`config.mk`:
```
export PLATFORM = sky130hd
export DESIGN_NAME = icache_refill
export DESIGN_NICKNAME = d
export VERILOG_FILES = /design/src/rtl/icache_refill.sv
export SDC_FILE = /design/constraint.sdc
export NUM_CORES = 1
export LEC_CHECK = 0
export BUFFER_PORTS_ARGS = -buffer_cell sky130_fd_sc_hd__clkbuf_2
export CAP_MARGIN = 40
export CORE_AREA = 2 2 309 311
export CTS_BUF_LIST = sky130_fd_sc_hd__clkbuf_8
export DETAILED_ROUTE_END_ITERATION = 10
export DIE_AREA = 0 0 311 313
export HOLD_SLACK_MARGIN = 0.12
export PLACE_DENSITY = 0.49
export SYNTH_ARGS = -nofsm -noshare
export SYNTH_HDL_FRONTEND = slang
export SYNTH_SLANG_ARGS = --single-unit
```
`constraint.sdc`:
```
create_clock -name clk -period 2.1 [get_ports clk]
set_input_delay 0.63 -clock clk [delete_from_list [all_inputs] [get_ports clk]]
set_output_delay 0.63 -clock clk [all_outputs]
set_load 0.02 [all_outputs]
```
`src/rtl/icache_refill.sv`:
```
// icache_refill: miss-service engine for the two-way instruction cache.
// It accepts a fetch miss and issues one AXI4 read burst for the missing line.
// The returned beats are gathered in a line buffer, and the finished line,
// its tag and its way are written to the cache arrays with a one-cycle strobe.
//
// Optional feature macro: ICACHE_REFILL_CWF_EN (critical-word-first, WRAP burst).
//
// Ports:
//   clk, rst_n                  clock, asynchronous active-low reset
//   if_miss_i, if_addr_i        level miss request and miss PC from fetch
//   lru_way_i                   LRU bit of the missing set, sampled in FILL
//   flush_i                     cancels an outstanding refill (AR/R only)
//   ar_*                        AXI read-address channel
//   r_*                         AXI read-data channel
//   fill_valid_o, fill_set_o, fill_way_o, fill_tag_o, fill_data_o
//                               one-cycle write port into the cache arrays
//   busy_o                      engine not idle
//   fault_o                     one-cycle pulse on bus or burst-length error
module icache_refill #(
  parameter  int unsigned B          = 8,
  localparam int unsigned OFF_W      = $clog2(B),
  localparam int unsigned BYTE_W     = 3,
  localparam int unsigned SET_W      = 6,
  localparam int unsigned TAG_W      = 64 - SET_W - OFF_W - BYTE_W,
  localparam int unsigned LINE_OFF_W = OFF_W + BYTE_W,
  localparam int unsigned LINE_W     = 64 * B
) (
  input  logic              clk,
  input  logic              rst_n,
  input  logic              if_miss_i,
  input  logic [63:0]       if_addr_i,
  input  logic              lru_way_i,
  input  logic              flush_i,
  output logic              ar_valid_o,
  input  logic              ar_ready_i,
  output logic [63:0]       ar_addr_o,
  output logic [7:0]        ar_len_o,
  output logic [2:0]        ar_size_o,
  output logic [1:0]        ar_burst_o,
  input  logic              r_valid_i,
  output logic              r_ready_o,
  input  logic [63:0]       r_data_i,
  input  logic [1:0]        r_resp_i,
  input  logic              r_last_i,
  output logic              fill_valid_o,
  output logic [SET_W-1:0]  fill_set_o,
  output logic              fill_way_o,
  output logic [TAG_W-1:0]  fill_tag_o,
  output logic [LINE_W-1:0] fill_data_o,
  output logic              busy_o,
  output logic              fault_o
);

  typedef enum logic [2:0] {S_IDLE, S_AR, S_R, S_FILL, S_HOLD} state_e;

  state_e                 state_q, state_d;
  logic [63:0]            ar_addr_q, ar_addr_d;
  logic [OFF_W-1:0]       cnt_q, cnt_d;
  logic                   err_q, err_d;
  logic                   cancel_q, cancel_d;
  logic [B-1:0][63:0]     line_q, line_d;
  logic [SET_W-1:0]       fill_set_q, fill_set_d;
  logic [TAG_W-1:0]       fill_tag_q, fill_tag_d;
  logic                   fill_way_q, fill_way_d;
  logic                   fill_valid_q, fill_valid_d;
  logic                   fault_q, fault_d;
  logic                   ar_valid_q, r_ready_q, busy_q;
  logic                   beat;
  logic [OFF_W-1:0]       start_word;
  logic [OFF_W-1:0]       wr_idx;
  logic [63:0]            ar_addr_new;

  // Byte offset (and word offset without CWF) never reaches the bus.
  logic unused_addr_bits;
  assign unused_addr_bits = ^if_addr_i[LINE_OFF_W-1:0];

`ifdef ICACHE_REFILL_CWF_EN
  assign ar_addr_new = {if_addr_i[63:BYTE_W], BYTE_W'(0)};
  assign ar_burst_o  = 2'b10;
`else
  assign ar_addr_new = {if_addr_i[63:LINE_OFF_W], LINE_OFF_W'(0)};
  assign ar_burst_o  = 2'b01;
`endif

  // The word offset held in ar_addr is the first beat's slot (zero when line-aligned).
  assign start_word = ar_addr_q[BYTE_W +: OFF_W];
  assign wr_idx     = OFF_W'(start_word + cnt_q);
  assign beat       = r_ready_q && r_valid_i;

  assign ar_len_o   = 8'(B - 1);
  assign ar_size_o  = 3'b011;

  // State register.
  always_ff @(posedge clk or negedge rst_n) begin
    if (!rst_n) state_q <= S_IDLE;
    else        state_q <= state_d;
  end

  // Next-state and datapath updates.
  always_comb begin
    state_d      = state_q;
    ar_addr_d    = ar_addr_q;
    cnt_d        = cnt_q;
    err_d        = err_q;
    cancel_d     = cancel_q;
    line_d       = line_q;
    fill_set_d   = fill_set_q;
    fill_tag_d   = fill_tag_q;
    fill_way_d   = fill_way_q;
    fill_valid_d = 1'b0;
    fault_d      = 1'b0;
    unique case (state_q)
      S_IDLE: begin
        if (if_miss_i) begin
          ar_addr_d = ar_addr_new;
          err_d     = 1'b0;
          cancel_d  = 1'b0;
          state_d   = S_AR;
        end
      end
      S_AR: begin
        cnt_d = '0;
        if (flush_i)    cancel_d = 1'b1;
        if (ar_ready_i) state_d  = S_R;
      end
      S_R: begin
        if (flush_i) cancel_d = 1'b1;
        if (beat) begin
          line_d[wr_idx] = r_data_i;
          cnt_d          = cnt_q + OFF_W'(1);
          if (r_resp_i != 2'b00) err_d = 1'b1;
          if (r_last_i) begin
            // Errors win over cancel so a cancelled faulty burst still reports.
            if (err_d || (cnt_q != OFF_W'(B - 1))) begin
              fault_d = 1'b1;
              state_d = S_HOLD;
            end else if (cancel_d) begin
              state_d = S_HOLD;
            end else begin
              state_d = S_FILL;
            end
          end
        end
      end
      S_FILL: begin
        fill_valid_d = 1'b1;
        fill_set_d   = ar_addr_q[LINE_OFF_W +: SET_W];
        fill_tag_d   = ar_addr_q[63 -: TAG_W];
        fill_way_d   = lru_way_i;
        state_d      = S_HOLD;
      end
      S_HOLD:  state_d = S_IDLE;
      default: state_d = S_IDLE;
    endcase
  end

  // Datapath and registered outputs.
  always_ff @(posedge clk or negedge rst_n) begin
    if (!rst_n) begin
      ar_addr_q    <= '0;
      cnt_q        <= '0;
      err_q        <= 1'b0;
      cancel_q     <= 1'b0;
      line_q       <= '0;
      fill_set_q   <= '0;
      fill_tag_q   <= '0;
      fill_way_q   <= 1'b0;
      fill_valid_q <= 1'b0;
      fault_q      <= 1'b0;
      ar_valid_q   <= 1'b0;
      r_ready_q    <= 1'b0;
      busy_q       <= 1'b0;
    end else begin
      ar_addr_q    <= ar_addr_d;
      cnt_q        <= cnt_d;
      err_q        <= err_d;
      cancel_q     <= cancel_d;
      line_q       <= line_d;
      fill_set_q   <= fill_set_d;
      fill_tag_q   <= fill_tag_d;
      fill_way_q   <= fill_way_d;
      fill_valid_q <= fill_valid_d;
      fault_q      <= fault_d;
      ar_valid_q   <= (state_d == S_AR);
      r_ready_q    <= (state_d == S_R);
      busy_q       <= (state_d != S_IDLE);
    end
  end

  assign ar_valid_o   = ar_valid_q;
  assign ar_addr_o    = ar_addr_q;
  assign r_ready_o    = r_ready_q;
  assign fill_valid_o = fill_valid_q;
  assign fill_set_o   = fill_set_q;
  assign fill_way_o   = fill_way_q;
  assign fill_tag_o   = fill_tag_q;
  assign fill_data_o  = line_q;
  assign busy_o       = busy_q;
  assign fault_o      = fault_q;

endmodule

```
==> results_dict.tcl, run 1 <==
set metrics [dict create \
    vias_per_cell 4.29 \
    numCtsBuffers 111 \
    cp.required_ps 2710 \
    critPathMaxStageDelay_ps 550 \
    chipHeight_um 313 \
    yosysTopAreaCellShare 0.663 \
    netlist_area_um2 24200 \
    p_leak_nw 18.5 \
    cp_cell_sequence "or4b_4 > or4_4 > buf_12 > mux2_4" \
    drv_cap 0 \
    fmax_mhz 445 \
    min_path_type "primary input to flip-flop" \
    synth.area.top_cells "dfrtp_1 66%, mux2_2 26%, mux2_4 3.7%, buf_4 0.65%, clkbuf_1 0.60%" \
    r2r_setup_slack_ps -150 \
    vdd_drop_max_uv 825 \
    hold_violations 0 \
    cts_tree "done" \
    core_um2 94200 \
    ant_nets 0 \
    first_global_vias 17700 \
    antenna_found_initial 5 \
    pre_cts_ws_ps -139 \
    setup_violations 220 \
    drcViolationCount 0 \
    drive_above_1_share 0.677 \
    initial_core_util 0.257 \
    drt_iter0_drc 620 \
    pwr-share-clk 0.307 \
    seq_area_frac_synth 0.663 \
    fillers 9141 \
    fin_ws_ps -147 \
    worstPathArrival_ps 2860 \
    post-route-period-util 1.07 \
    worstSetupPathType "flip-flop to flip-flop" \
    synth_cell_types 38 \
    run_status "complete, but fails checks" \
    cp_max_fo 29 \
    intPower_w 0.0257 \
    htree_num_levels 3 \
    wl_per_cell_um 22.5 \
    combPwrFrac 0.272 \
    skew_ps 40.0 \
    first_pass_iters 4 \
    multi_input_area_um2 8520 \
    seq_area_um2 16100 \
    clk_pin_slew_ps 60 \
    grt_pass1_wl_um 120000 \
    hpwlAfterDp_um 56000 \
    placed_area_um2 30400 \
    die_w_um 311 \
    vias 16200 \
    violations "setup timing" \
    ys_warn_count 0 \
    design_area_um2 35100 \
    rsz0062_at_grt "yes" \
    slew_headroom 0.582 \
    ys_ff_latch 642 \
    wl_um 85100 \
    slew_violations 0 \
    power.total_w 0.0384 \
    cts_sinks 642 \
    tightest_slew_ps 627 \
    switching_share 0.329 \
    grt_overflow 0 \
    p_sw_w 0.0126 \
    grt_start_max_net_pins 109 \
    crit_slowest_cell "or4_4" \
    dieArea_um2 97300 \
    critPathTopFamily "simple AND/OR/NAND/NOR gates" \
    cp_num_buf_inv 1 \
    seqPwrFrac 0.421 \
    min_period_ps 2250 \
    yosys.area.top_type "dfrtp_1" \
    clockRootBuffer "clkbuf_8" \
    fin_nets 2563 \
    syn_inst 1419 \
    syn_avg_cell_area_um2 17.1 \
    port_buffers 765 \
    area_delta_synth_final_pct 44.9 \
    clockBufferDepth 3 \
    track_usage 0.163 \
    gp_congestion 0.788 \
    row_count 113 \
    cp-start-kind "flip-flop" \
    top_level_ports 791 \
    crit_path_end_kind "flip-flop" \
    clock_latency_ps 760 \
    hold_slack_ps 250 \
    power.density_nw_per_um2 1090 \
]
## final timing paths
path	to	from	depth (start not counted)
min in group asynchronous	fill_data_o[330]$_DFFE_PN0P_	rst_n	2
max in group asynchronous	fill_data_o[408]$_DFFE_PN0P_	rst_n	3
worst max register to register	fill_data_o[1]$_DFFE_PN0P_	cnt_q[0]$_DFFE_PN0P_	4
worst max-delay path	fill_data_o[1]$_DFFE_PN0P_	cnt_q[0]$_DFFE_PN0P_	4
worst min-delay path	fill_data_o[275]$_DFFE_PN0P_	r_data_i[19]	2
worst min register to register	fill_data_o[108]$_DFFE_PN0P_	fill_data_o[108]$_DFFE_PN0P_	1
## flip-flops by register name (all words and copies together), names as in the netlist, 3 cells and up
signal	flops
fill_data_o	512
fill_set_o	6
state_q	3
ar_addr_o	58
fill_tag_o	52
cnt_q	3
## cells in the mapped netlist, drive strengths merged
| master | n |
|---|---|
| dfrtp | 642 |
| mux2 | 630 |
| buf | 48 |
| clkbuf | 39 |
| nor2 | 8 |
| nand3 | 6 |
| inv | 5 |
| nand2 | 4 |
| nor3 | 4 |
| o21ai | 4 |
| a21oi | 2 |
| a31oi | 2 |
| conb | 2 |
| ha | 2 |
| nand4 | 2 |
| o211ai | 2 |
| or3 | 2 |
| or4 | 2 |
| or4b | 2 |
| a21o | 1 |
| a32o | 1 |
| nand4b | 1 |
| nand4bb | 1 |
| nor2b | 1 |
| nor3b | 1 |
| nor4 | 1 |
| o2bb2ai | 1 |
| o311ai | 1 |
| o32ai | 1 |
| o41ai | 1 |
## per-stage QoR
step                utilization  TNS, ps  instances
finish                    0.373   -16080       3782
CTS                       0.363   -15020       3753
global placement          0.323   -23930       3465
floorplan                     -    -4860       1436
detailed placement        0.323   -32450       3465
global route              0.373   -30690       3780
## layer usage
metal,vias to the layer above,share of wire,wire length (um),track usage
met5,-,0,0,0
met4,0,0.026,2250,0.0655
met3,120,0.072,6170,0.0554
met2,633,0.48,41000,0.273
met1,8447,0.42,35700,0.193
li1,7039,-,-,-
## cell type report
cell class,instances,share of cell area
diodes,7,0.000499
clock buffers,148,0.0580
clock inverters,52,0.00894
inverters,5,0.000534
multi-input cells,702,0.243
flip-flops and latches,642,0.458
well taps,1265,0.0451
repair buffers,961,0.186
## what timing repair did
item	CTS	global route
cloned	5	13
hold buffers	74	0
gates resized for setup	116	137
setup endpoints to repair	395	288
hold endpoints to repair	361	0
buffers inserted	9	9
pin swaps	3	4
## worst register-to-register path: cells and delay by family, from the launching register on
family | cells | cell delay, ps
simple gates | 2 | 1100
buf+inv | 1 | 240
mux | 1 | 400
flops | 1 | 380
## kinds of logic (layout without fill, tap and decap cells)
kind of cell / Yosys count / after routing / synth area share
AND/OR/NAND/NOR: 35 / 35 / 0.00893
adder cells (fa/ha/maj): 2 / 2 / 0.00103
other: 2 / 26 / 0.000310
buffers and inverters: 92 / 1166 / 0.0204
flip-flops: 642 / 642 / 0.663
multiplexers: 630 / 630 / 0.302
AO/OA/AOI/OAI: 16 / 16 / 0.00454
## power by group through the flow
stage               clock, W  sequential (W)  combinational [W]
finish                0.0118          0.0162             0.0104
global route          0.0128          0.0165             0.0111
CTS                   0.0122          0.0162             0.0104
detailed placement         0          0.0163            0.00995
global placement           0          0.0162            0.00990
floorplan                  0          0.0187            0.00316
## layout by cell type (no fill, tap or decap), types with 6 or more instances in the layout
cell type and n:
mux2_2 386, mux2_4 244, clkbuf_2 751, dfrtp_2 7, conb_1 19, dfrtp_1 635, clkinv_2 7, clkbuf_16 10
dlygate4sd3_1 74, buf_12 40, inv_1 42, buf_4 51, diode_2 7, buf_6 6, buf_8 7, clkbuf_8 157
buf_16 11
No activity file was read; power rests on OpenSTA's default activity.
==> run 2, diff against run 1 <==
--- a/config.mk
+++ b/config.mk
@@ -13,6 +13,7 @@
 export DIE_AREA = 0 0 311 313
 export HOLD_SLACK_MARGIN = 0.12
 export PLACE_DENSITY = 0.49
+export SETUP_SLACK_MARGIN = 0.02
 export SYNTH_ARGS = -nofsm -noshare
 export SYNTH_HDL_FRONTEND = slang
 export SYNTH_SLANG_ARGS = --single-unit
==> run 2 against run 1 <==
Against the previous run:
- the flow still finishes with violations (setup timing)
- register-to-register slack about the same
- clock-buffer cell count unchanged
- non-clock buffer count increased by 13
- cell area rose by 1.0%
- setup slack better by 6.2 ps
- sequential share of layout area shrank 0.46 points
- clock power hardly changed
- wire length increased by 0.90%
- largest power group unchanged
==> results_dict.tcl, run 2 (synthesis results as in run 1) <==
set metrics [dict create \
    crit_slowest_cell "or4_4" \
    gr-max-usage-layer "met2" \
    cp.required_ps 2720 \
    initial_core_util 0.257 \
    worstPathArrival_ps 2860 \
    core_um2 94200 \
    vias 16400 \
    layout_common_cells "725 x clkbuf_2, 635 x dfrtp_1, 387 x mux2_2" \
    cp_cell_sequence "or4b_4 > or4_4 > buf_12 > mux2_4" \
    slew_violations 0 \
    grt_pass1_wl_um 120000 \
    wl_per_cell_um 22.6 \
    cts_tree "done" \
    met2_usage 0.274 \
    worstSetupPathType "flip-flop to flip-flop" \
    cp-start-kind "flip-flop" \
    run_status "complete, but fails checks" \
    row_count 113 \
    min_period_ps 2240 \
    die_w_um 311 \
    antenna_found_initial 5 \
    clk_pin_slew_ps 60 \
    first_global_vias 17800 \
    multi_input_area_um2 8520 \
    skew_ps 39.3 \
    hpwlAfterDp_um 56000 \
    ant_nets 0 \
    use_met1 0.194 \
    chipHeight_um 313 \
    rsz0062_at_grt "yes" \
    port_buffers 765 \
    htree_num_levels 3 \
    clockBufferDepth 3 \
    grt_overflow 0 \
    fin_nets 2576 \
    grt_start_max_net_pins 109 \
    seq_area_um2 16100 \
    tns_ps -16200 \
    drv_cap 0 \
    grtUsageMet3 0.0548 \
    p_leak_nw 18.7 \
    critPathMaxStageDelay_ps 550 \
    cts_sinks 642 \
    fillers 9107 \
    drt_iter0_drc 683 \
    numCtsBuffers 111 \
    instances_no_fill 3795 \
    tightest_slew_ps 644 \
    dp.cells 3465 \
    drive_above_1_share 0.679 \
    final_common_cell "clkbuf_2" \
    wl_um 85800 \
    post-route-period-util 1.07 \
    hold_violations 0 \
    dieArea_um2 97300 \
    top_level_ports 791 \
    drcViolationCount 0 \
    fmax_mhz 446 \
    crit_path_end_kind "flip-flop" \
    track_usage 0.164 \
    gp_congestion 0.788 \
    min_path_type "primary input to flip-flop" \
    area_delta_synth_final_pct 46.3 \
    clock_latency_ps 760 \
    post-route-util 0.377 \
    vdd_drop_max_uv 824 \
    cp_max_fo 29 \
    largest_reg_flops 512 \
    violations "setup timing" \
    power.density_nw_per_um2 1090 \
    setup_violations 220 \
    fin_ws_ps -141 \
    clockRootBuffer "clkbuf_8" \
    slew_headroom 0.571 \
    vias_per_cell 4.31 \
    first_pass_iters 4 \
]
==> run 2: changes by cell type in the layout (fill, tap and decap cells not counted), sizes merged <==
| cell | delta |
|---|---|
| buf | +14 |
| clkbuf | -1 |
==> run 2: timing repair <==
item / 4_1_cts / 5_1_grt
hold endpoints to repair: 361 / 0
endpoints found under the setup margin: 487 / 317
pin swaps: 3 / 5
gates cloned: 5 / 15
hold buffers: 74 / 0
resized for setup: 164 / 141
setup buffers: 19 / 10
==> run 2: layout make-up <==
type | instances | share of cell area
clock inverter | 52 | 0.00885
sequential | 642 | 0.453
timing repair buffer | 974 | 0.195
inverter | 5 | 0.000529
multi-input combinational | 702 | 0.240
clock buffer | 148 | 0.0574
antenna | 7 | 0.000494
tap | 1265 | 0.0446
==> run 2: stage by stage <==
step / power [W] / area (um^2) / hold slack (ps) / setup slack [ps]
after floorplan: 0.0219 / 24300 / 334 / -77.4
after global placement: 0.0261 / 30400 / 463 / -121
after detailed placement: 0.0263 / 30400 / 465 / -139
after CTS: 0.0391 / 34500 / 122 / -118
after global routing: 0.0407 / 35500 / 178 / -182
final: 0.0387 / 35500 / 253 / -141
==> run 2: worst paths after layout <==
| path | startpoint | to | slack [ps] | cells past startpoint |
|---|---|---|---|---|
| min in group asynchronous | rst_n | fill_data_o[199]$_DFFE_PN0P_ | 310 | 2 |
| max in group asynchronous | rst_n | fill_data_o[408]$_DFFE_PN0P_ | 920 | 3 |
| hold / removal | r_data_i[9] | fill_data_o[137]$_DFFE_PN0P_ | 250 | 2 |
| hold reg to reg | fill_data_o[108]$_DFFE_PN0P_ | fill_data_o[108]$_DFFE_PN0P_ | 500 | 1 |
| setup reg to reg | cnt_q[0]$_DFFE_PN0P_ | fill_data_o[1]$_DFFE_PN0P_ | -140 | 4 |
| setup / recovery | cnt_q[0]$_DFFE_PN0P_ | fill_data_o[1]$_DFFE_PN0P_ | -140 | 4 |
==> run 2: metal layers <==
metal / wire length, um / part of all wire
met3: 6290 / 0.073
met2: 41100 / 0.48
met4: 2260 / 0.026
met5: 0 / 0
met1: 36100 / 0.42
==> run 2: power by group <==
| group | internal (W) | switching [W] |
|---|---|---|
| Sequential | 0.0147 | 0.00151 |
| Clock | 0.00652 | 0.00527 |
| Combinational | 0.00482 | 0.00593 |
| Total | 0.0260 | 0.0127 |
==> run 2: worst max-delay path: cells and delay by family, from the launching register on <==
family                 cells  cell delay [ps]
AND/OR/NAND/NOR            2             1090
buffers and inverters      1              240
flip-flops                 1              380
multiplexers               1              340
==> run 3, diff against run 2 <==
--- a/config.mk
+++ b/config.mk
@@ -5,7 +5,7 @@
 export SDC_FILE = /design/constraint.sdc
 export NUM_CORES = 1
 export LEC_CHECK = 0
-export BUFFER_PORTS_ARGS = -buffer_cell sky130_fd_sc_hd__clkbuf_2
+export BUFFER_PORTS_ARGS = -buffer_cell sky130_fd_sc_hd__buf_2
 export CAP_MARGIN = 40
 export CORE_AREA = 2 2 309 311
 export CTS_BUF_LIST = sky130_fd_sc_hd__clkbuf_8
==> run 3 against run 2 <==
Against the previous run:
- the run still ends with setup timing left
- combinational power barely moved
- clock-buffer cell count rose by 6
- cell area fell by 1.1%
- via count fell by 0.18%
- sequential power barely moved
- total power fell by 0.53%
- setup slack improved by 24 ps
- global-route usage rose by 0.46 points
- critical path type unchanged
- largest cell class unchanged
- highest routed layer unchanged
==> results_dict.tcl, run 3 (synthesis results as in run 1) <==
set metrics [dict create \
    core_um2 94200 \
    tightest_slew_ps 545 \
    r2r-start "cnt_q[0]$_DFFE_PN0P_" \
    worstHoldPathCells 2 \
    grt_pass1_wl_um 123000 \
    post-route-util 0.373 \
    wl_um 84500 \
    multi_input_area_um2 8260 \
    ant_nets 0 \
    drv_cap 0 \
    hold_slack_ps 237 \
    min_from "r_data_i[42]" \
    drive_above_1_share 0.678 \
    rsz0062_at_grt "yes" \
    dp.cells 3479 \
    cts_sinks 642 \
    cp-start-kind "flip-flop" \
    largest_reg_flops 512 \
    p_leak_nw 19.0 \
    final_common_cell "buf_2" \
    clock_latency_ps 760 \
    r2r_setup_slack_ps -120 \
    cts_tree "done" \
    chipHeight_um 313 \
    port_buffers 765 \
    cp_cell_sequence "or4b_4 > or4_4 > buf_12 > mux2_4" \
    cp.required_ps 2710 \
    crit_path_end_kind "flip-flop" \
    min_path_type "primary input to flip-flop" \
    htree_num_levels 3 \
    timing.rr.end "fill_data_o[62]$_DFFE_PN0P_" \
    grt_start_max_net_pins 64 \
    first_global_vias 17900 \
    min_period_ps 2220 \
    min_to "fill_data_o[170]$_DFFE_PN0P_" \
    layout_common_cells "750 x buf_2, 637 x dfrtp_1, 453 x mux2_2" \
    drt_iter0_drc 788 \
    worstPathArrival_ps 2830 \
    hpwlAfterDp_um 56200 \
    slew_violations 0 \
    fin_ws_ps -117 \
    wl_per_cell_um 22.2 \
    first_pass_iters 4 \
    vias_per_cell 4.29 \
    drcViolationCount 0 \
    area_delta_synth_final_pct 44.8 \
    instances_no_fill 3807 \
    grt_overflow 0 \
    critPathMaxStageDelay_ps 550 \
    hold_violations 0 \
    initial_core_util 0.257 \
    clk_pin_slew_ps 60 \
    dieArea_um2 97300 \
    power.density_nw_per_um2 1100 \
    cp_max_fo 36 \
    slew_headroom 0.637 \
    vdd_drop_max_uv 906 \
    gp_congestion 0.778 \
    crit_slowest_cell "or4b_4" \
    row_count 113 \
    numCtsBuffers 112 \
    skew_ps 24.9 \
    track_usage 0.169 \
    die_w_um 311 \
    fin_nets 2591 \
    vias 16300 \
    fmax_mhz 451 \
    seq_area_um2 16100 \
    setup_violations 180 \
    worstSetupPathType "flip-flop to flip-flop" \
    post-route-period-util 1.06 \
    violations "setup timing" \
    fillers 9182 \
    clockBufferDepth 3 \
    run_status "complete, but fails checks" \
    clockRootBuffer "clkbuf_8" \
    r2r_cells 4 \
    antenna_found_initial 8 \
    top_level_ports 791 \
]
## run 3: cell types whose count changed in the layout (fill, tap and decap cells not counted), sizes merged
cell	before	now
buf	129	900
bufbuf	0	1
clkbuf	919	159
clkinv	10	6
diode	7	5
dlygate4sd3	74	82
inv	43	41
## run 3: what timing repair did
| action | CTS | global route |
|---|---|---|
| hold buffers | 82 | 0 |
| setup endpoints to repair | 310 | 276 |
| cloned | 10 | 6 |
| endpoints found under the hold margin | 446 | 0 |
| gates resized for setup | 157 | 31 |
| buffers inserted | 25 | 6 |
| pin swaps | 3 | 4 |
## run 3: cell type report
| cell class | instances | share of cell area |
|---|---|---|
| Sequential cell | 642 | 0.458 |
| Multi-Input combinational cell | 702 | 0.235 |
| Timing Repair Buffer | 988 | 0.193 |
| Clock buffer | 154 | 0.0604 |
| Tap cell | 1265 | 0.0451 |
| Clock inverter | 46 | 0.00774 |
| Inverter | 5 | 0.000535 |
| Antenna cell | 5 | 0.000357 |
## run 3: report_power, final
group	switching (W)	internal, W
Sequential	0.00139	0.0147
Clock	0.00526	0.00673
Combinational	0.00594	0.00455
## run 3: worst max path at each step
stage | from | end | cells after the start
5_1_grt | cnt_q[0]$_DFFE_PN0P_ | fill_data_o[174]$_DFFE_PN0P_ | 7
2_1_floorplan | state_q[0]$_DFF_PN0_ | fill_data_o[0]$_DFFE_PN0P_ | 6
6_report | cnt_q[0]$_DFFE_PN0P_ | fill_data_o[62]$_DFFE_PN0P_ | 4
3_5_place_dp | state_q[0]$_DFF_PN0_ | fill_data_o[280]$_DFFE_PN0P_ | 6
3_3_place_gp | state_q[0]$_DFF_PN0_ | fill_data_o[291]$_DFFE_PN0P_ | 6
4_1_cts | state_q[2]$_DFF_PN0_ | fill_data_o[267]$_DFFE_PN0P_ | 7
## run 3: critical path, delay by kind of cell, from the launching register on
family | cells | cell delay (ps)
muxes | 1 | 350
DFF | 1 | 370
buffers and inverters | 1 | 240
and+or+nand+nor | 2 | 1040
## run 3: routing by layer
layer | global-route usage | vias to the layer above | share of wire | wire length (um)
met5 | 0 | - | 0 | 0
met1 | 0.210 | 8478 | 0.42 | 35700
met3 | 0.0504 | 132 | 0.070 | 5890
li1 | - | 7097 | - | -
met2 | 0.278 | 636 | 0.48 | 40700
met4 | 0.0599 | 0 | 0.026 | 2210
## run 3: stage by stage
stage | setup WS (ps) | total power [W] | area (um^2) | TNS (ps)
floorplan | -77.4 | 0.0219 | 24300 | -4860
global placement | -189 | 0.0261 | 30500 | -18750
detailed placement | -195 | 0.0263 | 30500 | -19660
CTS | -137 | 0.0391 | 34900 | -13310
global route | -158 | 0.0405 | 35100 | -21020
finish | -117 | 0.0385 | 35100 | -8480
